==> config.mk <==
export PLATFORM = sky130hd
export DESIGN_NAME = board_referee
export DESIGN_NICKNAME = d
export VERILOG_FILES = /design/src/rtl/board_referee.sv
export SDC_FILE = /design/constraint.sdc
export NUM_CORES = 1
export LEC_CHECK = 0
export BUFFER_PORTS_ARGS = -buffer_cell sky130_fd_sc_hd__buf_2
export CAP_MARGIN = 40
export CELL_PAD_IN_SITES_DETAIL_PLACEMENT = 1
export CELL_PAD_IN_SITES_GLOBAL_PLACEMENT = 1
export CORE_ASPECT_RATIO = 0.6
export CORE_MARGIN = 5
export CORE_UTILIZATION = 46
export CTS_CLUSTER_DIAMETER = 50
export DETAILED_ROUTE_END_ITERATION = 10
export HOLD_SLACK_MARGIN = 0.05
export PLACE_DENSITY_LB_ADDON = 0.08
export SYNTH_ARGS = -nofsm -noshare
export SYNTH_HDL_FRONTEND = slang
export SYNTH_SLANG_ARGS = --single-unit
==> constraint.sdc <==
create_clock -name clock -period 4.9 [get_ports clock]
set_input_delay 0.49 -clock clock [delete_from_list [all_inputs] [get_ports clock]]
set_output_delay 0.49 -clock clock [all_outputs]
set_load 0.02 [all_outputs]
==> src/rtl/board_referee.sv <==
// Tic-tac-toe referee: validates and applies move requests, then scans the
// eight winning lines one per cycle to report winner, draw and game-over status.
module board_referee #(
  parameter int CHECK_LINES = 8
) (
  input  logic        clock,
  input  logic        reset,
  input  logic        new_game,
  input  logic        move_valid,
  input  logic [3:0]  move_pos,
  input  logic [1:0]  move_player,
  output logic        move_ready,
  output logic        move_ack,
  output logic        move_err,
  output logic [17:0] board,
  output logic [1:0]  winner,
  output logic        game_over,
  output logic [3:0]  turn_count
);

  typedef enum logic [1:0] {IDLE, CHECK, OVER} state_t;

  localparam logic [2:0] LAST_LINE = 3'(CHECK_LINES - 1);

  state_t     state;
  logic [2:0] idx;

  logic [3:0]  pos_a, pos_b, pos_c;
  logic [1:0]  cell_a, cell_b, cell_c;
  logic [1:0]  target_cell;
  logic [1:0]  expected_player;
  logic        move_legal;
  logic        line_won;

  function automatic logic [1:0] cell_at(input logic [17:0] b, input logic [3:0] pos);
    logic [1:0] v;
    case (pos)
      4'd0:    v = b[1:0];
      4'd1:    v = b[3:2];
      4'd2:    v = b[5:4];
      4'd3:    v = b[7:6];
      4'd4:    v = b[9:8];
      4'd5:    v = b[11:10];
      4'd6:    v = b[13:12];
      4'd7:    v = b[15:14];
      4'd8:    v = b[17:16];
      default: v = 2'b00;
    endcase
    return v;
  endfunction

  // Rows, then columns, then the two diagonals.
  always_comb begin
    pos_a = 4'd0;
    pos_b = 4'd1;
    pos_c = 4'd2;
    case (idx)
      3'd0: begin pos_a = 4'd0; pos_b = 4'd1; pos_c = 4'd2; end
      3'd1: begin pos_a = 4'd3; pos_b = 4'd4; pos_c = 4'd5; end
      3'd2: begin pos_a = 4'd6; pos_b = 4'd7; pos_c = 4'd8; end
      3'd3: begin pos_a = 4'd0; pos_b = 4'd3; pos_c = 4'd6; end
      3'd4: begin pos_a = 4'd1; pos_b = 4'd4; pos_c = 4'd7; end
      3'd5: begin pos_a = 4'd2; pos_b = 4'd5; pos_c = 4'd8; end
      3'd6: begin pos_a = 4'd0; pos_b = 4'd4; pos_c = 4'd8; end
      3'd7: begin pos_a = 4'd2; pos_b = 4'd4; pos_c = 4'd6; end
      default: begin pos_a = 4'd0; pos_b = 4'd1; pos_c = 4'd2; end
    endcase
  end

  always_comb begin
    cell_a          = cell_at(board, pos_a);
    cell_b          = cell_at(board, pos_b);
    cell_c          = cell_at(board, pos_c);
    line_won        = (cell_a != 2'b00) && (cell_a == cell_b) && (cell_b == cell_c);
    target_cell     = cell_at(board, move_pos);
    expected_player = turn_count[0] ? 2'b10 : 2'b01;
    move_legal      = (move_pos <= 4'd8)
                   && ((move_player == 2'b01) || (move_player == 2'b10))
                   && (target_cell == 2'b00)
                   && (move_player == expected_player);
  end

  // new_game shares the reset path so an in-flight scan is simply dropped.
  always_ff @(posedge clock) begin
    if (reset || new_game) begin
      state      <= IDLE;
      idx        <= 3'd0;
      board      <= 18'd0;
      winner     <= 2'b00;
      game_over  <= 1'b0;
      turn_count <= 4'd0;
      move_ack   <= 1'b0;
      move_err   <= 1'b0;
      move_ready <= 1'b1;
    end else begin
      move_ack <= 1'b0;
      move_err <= 1'b0;
      case (state)
        IDLE: begin
          if (move_valid) begin
            if (move_legal) begin
              for (int k = 0; k < 9; k++) begin
                if (move_pos == 4'(k)) board[2*k +: 2] <= move_player;
              end
              turn_count <= turn_count + 4'd1;
              move_ack   <= 1'b1;
              idx        <= 3'd0;
              move_ready <= 1'b0;
              state      <= CHECK;
            end else begin
              move_err <= 1'b1;
            end
          end
        end
        CHECK: begin
          if (line_won) begin
            winner    <= cell_a;
            game_over <= 1'b1;
            state     <= OVER;
          end else if (idx == LAST_LINE) begin
            if (turn_count == 4'd9) begin
              winner    <= 2'b00;
              game_over <= 1'b1;
              state     <= OVER;
            end else begin
              move_ready <= 1'b1;
              state      <= IDLE;
            end
          end else begin
            idx <= idx + 3'd1;
          end
        end
        OVER: begin
          move_ready <= 1'b0;
        end
        default: begin
          state      <= IDLE;
          move_ready <= 1'b1;
        end
      endcase
    end
  end

endmodule

# Yosys cells after proc, flatten, opt, wreduce, memory -nomap -nowiden

Memories as Yosys holds them, arrays and structs flattened. A register that Yosys moved wholly into a read port is not among the register bits.
Cells that the tools add are included.

Flip-flop bits (word level): 33
Bits in latches: 0
RAM bits: 0
ROM bits: 80
Input bits: 10
Memories: 1

Add/subtract/negate cells: 2
Multipliers: 0
Div/mod/pow operators: 0
$lt $le $gt $ge: 1
Equal/unequal tests: 48
Shift-type cells: 0
Multiplexer cells: 32
Bitwise gates (word level): 3
Reductions and logical operators: 32

Memory list:

| name             | depth | width | read ports | clocked after memory_dff | wr ports | line | RTL |
|---|---|---|---|---|---|---|---|
| (name not given) | 8     | 10    | 1          | 1                        | 0        | 57   | `case (idx)` |

Operators with widths:

| kind                  | number |
|---|---|
| $pmux W2 S9           | 4 |
| $eq A4 B3 Y1 const B  | 16 |
| $reduce_and A4 Y1     | 10 |
| $eq A4 B2 Y1 const B  | 8 |
| $eq A4 B4 Y1 const B  | 5 |
| $mux W2               | 9 |
| $mux W3               | 6 |
| $eq A4 B1 Y1 const B  | 4 |
| $logic_not A4 Y1      | 4 |
| $ne A2 B2 Y1 const B  | 6 |
| $mux W1               | 10 |
| $reduce_and A5 Y1     | 2 |
| $reduce_bool A2 Y1    | 4 |
| $eq A2 B2 Y1          | 3 |
| $pmux W2 S3           | 1 |
| $pmux W3 S2           | 1 |
| $reduce_and A3 Y1     | 2 |
| $logic_and A1 B1 Y1   | 5 |
| $add A4 B1 Y4 const B | 1 |
| $eq A2 B1 Y1 const B  | 2 |
| $eq A2 B2 Y1 const B  | 2 |
| $le A4 B4 Y1 const B  | 1 |
| $logic_not A2 Y1      | 2 |
| $add A3 B1 Y3 const B | 1 |
| other kinds (6)       | 9 |

# Depth between registers and ports, before layout

Depth in word-level cells: 10
Gate-level depth with buffers: 13
Gate-level depth less buffers: 11

# Worst setup path after synthesis

No wires, ideal clock.

Path type: register to register
Start: register pos_b[0] (netlist name)
End: register pos_c[2] (netlist name)
Library setup time: 0.121 ns
Arrival time: 3.085 ns
Required time: 4.779 ns
Path slack: 1.694 ns
Cell stages (with the launch flop): 13
Clock period less this slack: 3.206 ns
Path through: dfxtp_1 mux2_4 a22o_1 a221oi_2 nor3_1 o21a_1 or4_4 buf_6 mux2i_1 inv_1 ha_1 inv_1 mux2_4

Cells in the longest elaborated chain, start to end: 9

Ends and longest elaborated chain:

| what                                 | line | RTL |
|---|---|---|
| $eq A4 B4 Y1 (tied with other cells) | 37   | `case (pos)` |
| $pmux W2 S9 *                        | 37   |  |
| $eq A2 B2 Y1                         | 74   | `line_won = (cell_a != 2'b00) && (cell_a == cell_b) && (cell_b == cell_c);` |
| $logic_and A1 B1 Y1                  | 74   |  |
| $logic_and A1 B1 Y1 *                | 74   |  |
| $ne A2 B2 Y1 (no line) *             | n/a  |  |
| $reduce_and A5 Y1 (no line) *        | n/a  |  |
| $mux W3 (no line) * (2 in series)    | n/a  |  |

Every way passes the cells marked *; elsewhere a longest branch is shown, timed or not.
A chain may end at the register's enable or synchronous reset.

# Worst setup path after layout

Start: register pos_c[0] (netlist name)
End: register pos_c[2] (netlist name)

Cells in the longest elaborated chain, start to end: 8

Ends and longest elaborated chain:

| what                                 | line |
|---|---|
| $eq A4 B4 Y1 (tied with other cells) | 37 |
| $pmux W2 S9 *                        | 37 |
| $eq A2 B2 Y1 *                       | 74 |
| $logic_and A1 B1 Y1 *                | 74 |
| $ne A2 B2 Y1 (no line) *             | n/a |
| $reduce_and A5 Y1 (no line) *        | n/a |
| $mux W3 (no line) * (2 in series)    | n/a |

Marked as above.

==> out/qor.txt <==
STATUS
----------------------------------------------------------------------------------
Run status .......................................................... finished clean

WORST SETUP PATH
----------------------------------------------------------------------------------
Crit path cell chain ................................................ mux4_1 -> mux2i_1 -> nor3_1 -> o21a_1 -> or4_4 -> mux2i_1 -> inv_1 -> ha_1 -> inv_1 -> mux2_4
Depth of the most critical reg-to-reg path ..........................           10
Critical path capture point type ....................................         flop
Worst-path maximum fanout ...........................................           13
Number of buffers and inverters on the critical path ................            2
Cell with the biggest individual delay on the critical path ......... sky130_fd_sc_hd__dfxtp_1
Category of the critical setup timing path ..........................   reg -> reg
Critical path startpoint category ...................................         flop
Crit path depth .....................................................           10
Max stage delay on crit path ........................................      0.63 ns
Arrival time at the worst endpoint ..................................      3.86 ns
Req. time, crit path ................................................      5.08 ns
Top delay family on crit path ....................................... multiplexers

GLOBAL ROUTING
----------------------------------------------------------------------------------
GRT overflow ........................................................            0
Global-route usage over all layers ..................................        22.2%
Via count of the first global-routing pass ..........................         2148
Antenna violations before repair ....................................            0
Largest net degree at the start of global routing ...................           28
Wire length of the first global-routing pass ........................     11400 um

TIMING
----------------------------------------------------------------------------------
Worst setup skew after layout .......................................   0.00811 ns
Setup repair after global routing missed its margin .................           no
Measured slew at the worst slew-check pin ...........................     0.975 ns
Post-route clock period utilization .................................        75.2%
Final Max Slew Viols ................................................            0
Hold violation total from the final report ..........................            0
Setup TNS after final layout ........................................         0 ns
Number of failing setup endpoints in the final timing report ........            0
Slew margin rel. ....................................................        34.4%
Timing-limited maximum frequency ....................................      271 MHz
Fin crit period .....................................................      3.69 ns

CELLS AND AREA
----------------------------------------------------------------------------------
Filler-free cell count of the finished design .......................          357
Filler Cells Inserted ...............................................          606
Share of cells above drive strength 1 ...............................        20.6%
Signed area change from the synthesized netlist to the final layout .        12.9%
Fin nets ............................................................          308
Post-route cell area ................................................    2640 um^2
# diodes ............................................................            0

YOSYS
----------------------------------------------------------------------------------
Synth Warn # ........................................................            0
Most area-consuming cells after synthesis ........................... sky130_fd_sc_hd__dfxtp_1, sky130_fd_sc_hd__nor2_1, sky130_fd_sc_hd__mux2i_1, sky130_fd_sc_hd__ha_1, sky130_fd_sc_hd__mux2_4
Combined area of all synthesized cells ..............................    2340 um^2
Sequential area share after synthesis ...............................        35.9%
Simple-Gate Fraction of Synth Area ..................................        22.2%
Largest family of logic cells by synthesized area ................... simple AND/OR/NAND/NOR gates
Dominant cell type by area after synthesis .......................... sky130_fd_sc_hd__dfxtp_1
Share of the synthesized netlist area taken by xor and xnor gates ...       0.748%
Net count of the mapped netlist .....................................          279
Post-synthesis instance total .......................................          261
Share of the synthesized area in the top cell type ..................        35.9%
Area share of fa/ha/maj cells after synthesis .......................        4.28%
Most frequently used flop master after synthesis .................... sky130_fd_sc_hd__dfxtp_1
Synth Area in Compound Gates ........................................        17.2%
Share of synthesized area spent on multiplexers .....................        14.5%
Post-synth EDFFs ....................................................            0
Netlist cell types ..................................................           57
Synth Register Bits .................................................           42
Post-synth ARST share ...............................................           0%
Post-synthesis average cell area ....................................    8.97 um^2

FLOORPLANNING
----------------------------------------------------------------------------------
Number of primary I/O pins ..........................................           38
Std-Cell Rows .......................................................           20
Height of the die ...................................................      65.3 um
Die Outline Area ....................................................    6660 um^2
Width of the die ....................................................       102 um
Initial Util ........................................................        46.8%
Area of the core ....................................................    5000 um^2

DRT
----------------------------------------------------------------------------------
Met3 wire length ....................................................       546 um
Iter 0 DRT Violations ...............................................          131
Routed vias/inst ....................................................         5.82
DRT met1 WL .........................................................      3440 um
Routed WL per cell ..................................................      19.2 um
Routed WL ...........................................................      6850 um
Sum of met2 wire segment lengths after detailed routing .............      2850 um
Vias after detailed routing .........................................         2079
Uppermost layer routed ..............................................         met4
Pre-antenna DRT Iters ...............................................            4
Number of remaining DRC errors ......................................            0
Post-detailed-route count of antenna-violating nets .................            0

CLOCK NETWORK
----------------------------------------------------------------------------------
CTS tree ............................................................        built
CTS Hold Bufs .......................................................            0
Setup Fix Bufs, Post-CTS ............................................            0
Number of clock sinks ...............................................           42
Clock Tree Buf Depth ................................................            2
Maximum level of the CTS H-tree .....................................            2
Register clock-pin slew on the reported worst setup and hold paths ..      0.08 ns
Clk Latency, worst-skew pair ........................................      0.29 ns
Number of buffers added by the clock tree synthesis step ............            5
Clock root buffer ................................................... sky130_fd_sc_hd__clkbuf_8
Total of cells resized after clock tree synthesis ...................            0

PWR
----------------------------------------------------------------------------------
Total power divided by cell area ....................................  245 nW/um^2
Peak supply drop ....................................................     0.130 mV
Leakage power figure ................................................      1.08 nW
PnR Total Power .....................................................       646 uW

RUN
----------------------------------------------------------------------------------
Count of maximum capacitance violations .............................            0

WORST HOLD PATH
----------------------------------------------------------------------------------
Number of stages on the worst hold path .............................            3
Worst hold path type ................................................    in -> reg

PLACED DESIGN
----------------------------------------------------------------------------------
Cell Count Post-Placement ...........................................          349
Total placed instance area ..........................................    2530 um^2
Number of port buffers ..............................................           37
Placed wire-length estimate .........................................      5180 um
Gp weighted congestion ..............................................        0.889

-- worst reg2reg max path: cells and delay by family (launching register included) --
kind | cells | cell delay [ns]
simple gates | 2 | 0.68
mux | 4 | 1.55
flops | 1 | 0.63
fa+ha+maj | 1 | 0.33
compound gates | 1 | 0.19
buf+inv | 2 | 0.19
-- metrics by stage --
step / utilization [%] / worst slack (ns) / hold WS [ns]
2_1_floorplan: - / 1.69 / 0.486
3_3_place_gp: 50.6 / 1.37 / 0.451
3_5_place_dp: 50.6 / 1.24 / 0.457
4_1_cts: 52.8 / 1.21 / 0.456
5_1_grt: 52.8 / 1.01 / 0.479
6_report: 52.8 / 1.21 / 0.464
-- cell type report --
class | instances | area [um^2] | share of cell area [%]
inverters | 10 | 37.5 | 1.42
well taps | 66 | 82.6 | 3.13
clock inverters | 3 | 40.0 | 1.52
repair buffers | 38 | 193 | 7.29
flip-flops and latches | 42 | 841 | 31.8
multi-input cells | 193 | 1380 | 52.2
clock buffers | 5 | 68.8 | 2.60
-- path summary, 6_finish.rpt --
kind / startpoint / to / slack (ns)
max: pos_c[0] / pos_c[2] / 1.21
max reg2reg: pos_c[0] / pos_c[2] / 1.21
min: move_valid / move_err / 0.46
min reg2reg: game_over / game_over / 0.47
-- where the power goes --
group | switching, mW | internal [mW] | leakage [nW] | total, mW
clock network | 0.120 | 0.150 | 0.0579 | 0.270
registers | 0.00198 | 0.342 | 0.339 | 0.344
logic | 0.0222 | 0.00982 | 0.682 | 0.0321
-- synthesized netlist by cell type, types with 3 or more instances --
master	count
sky130_fd_sc_hd__nand2_1	10
sky130_fd_sc_hd__nor3_1	7
sky130_fd_sc_hd__dfxtp_1	42
sky130_fd_sc_hd__mux2i_1	13
sky130_fd_sc_hd__or3_1	5
sky130_fd_sc_hd__clkbuf_1	9
sky130_fd_sc_hd__nor3b_1	4
sky130_fd_sc_hd__o21ai_0	5
sky130_fd_sc_hd__ha_1	8
sky130_fd_sc_hd__o21a_1	4
sky130_fd_sc_hd__a31oi_1	9
sky130_fd_sc_hd__nand3_1	7
sky130_fd_sc_hd__nor2b_1	4
sky130_fd_sc_hd__buf_2	3
sky130_fd_sc_hd__inv_1	10
sky130_fd_sc_hd__nand3b_1	7
sky130_fd_sc_hd__nor2_1	42
sky130_fd_sc_hd__and2_1	4
sky130_fd_sc_hd__mux2_4	6
sky130_fd_sc_hd__a21oi_1	16
-- kinds of logic after synthesis --
| family | count (synthesis) |
|---|---|
| simple gates | 102 |
| compound gates | 56 |
| flops | 42 |
| buf+inv | 26 |
| mux | 25 |
| fa+ha+maj | 8 |
| xor+xnor | 2 |
-- per-layer routing --
layer | global-route usage (%) | vias to the layer above
met1 | 33.5 | 1019
li1 | - | 1005
met5 | 0 | -
met2 | 30.7 | 53
met4 | 4.58 | 0
met3 | 6.79 | 2
-- registers in the layout, summed over array words and instances (netlist names) --
register / count
board: 18
game_over: 1
idx: 3
move_ack: 1
move_err: 1
move_ready: 1
pos_a: 2
pos_b: 3
pos_c: 4
state: 2
turn_count: 4
winner: 2
-- cell usage in the layout, fill, tap and decap left out, types with 5 or more instances in the layout --
cell type / instances
sky130_fd_sc_hd__nor3_1: 7
sky130_fd_sc_hd__ha_1: 8
sky130_fd_sc_hd__mux2_4: 6
sky130_fd_sc_hd__nand3b_1: 7
sky130_fd_sc_hd__clkbuf_8: 5
sky130_fd_sc_hd__nor2_1: 42
sky130_fd_sc_hd__buf_2: 37
sky130_fd_sc_hd__a21oi_1: 16
sky130_fd_sc_hd__a31oi_1: 9
sky130_fd_sc_hd__or3_1: 5
sky130_fd_sc_hd__nand2_1: 10
sky130_fd_sc_hd__inv_1: 10
sky130_fd_sc_hd__nand3_1: 7
sky130_fd_sc_hd__mux2i_1: 13
sky130_fd_sc_hd__dfxtp_1: 42
sky130_fd_sc_hd__o21ai_0: 5
(Power assumes the default switching activity.)
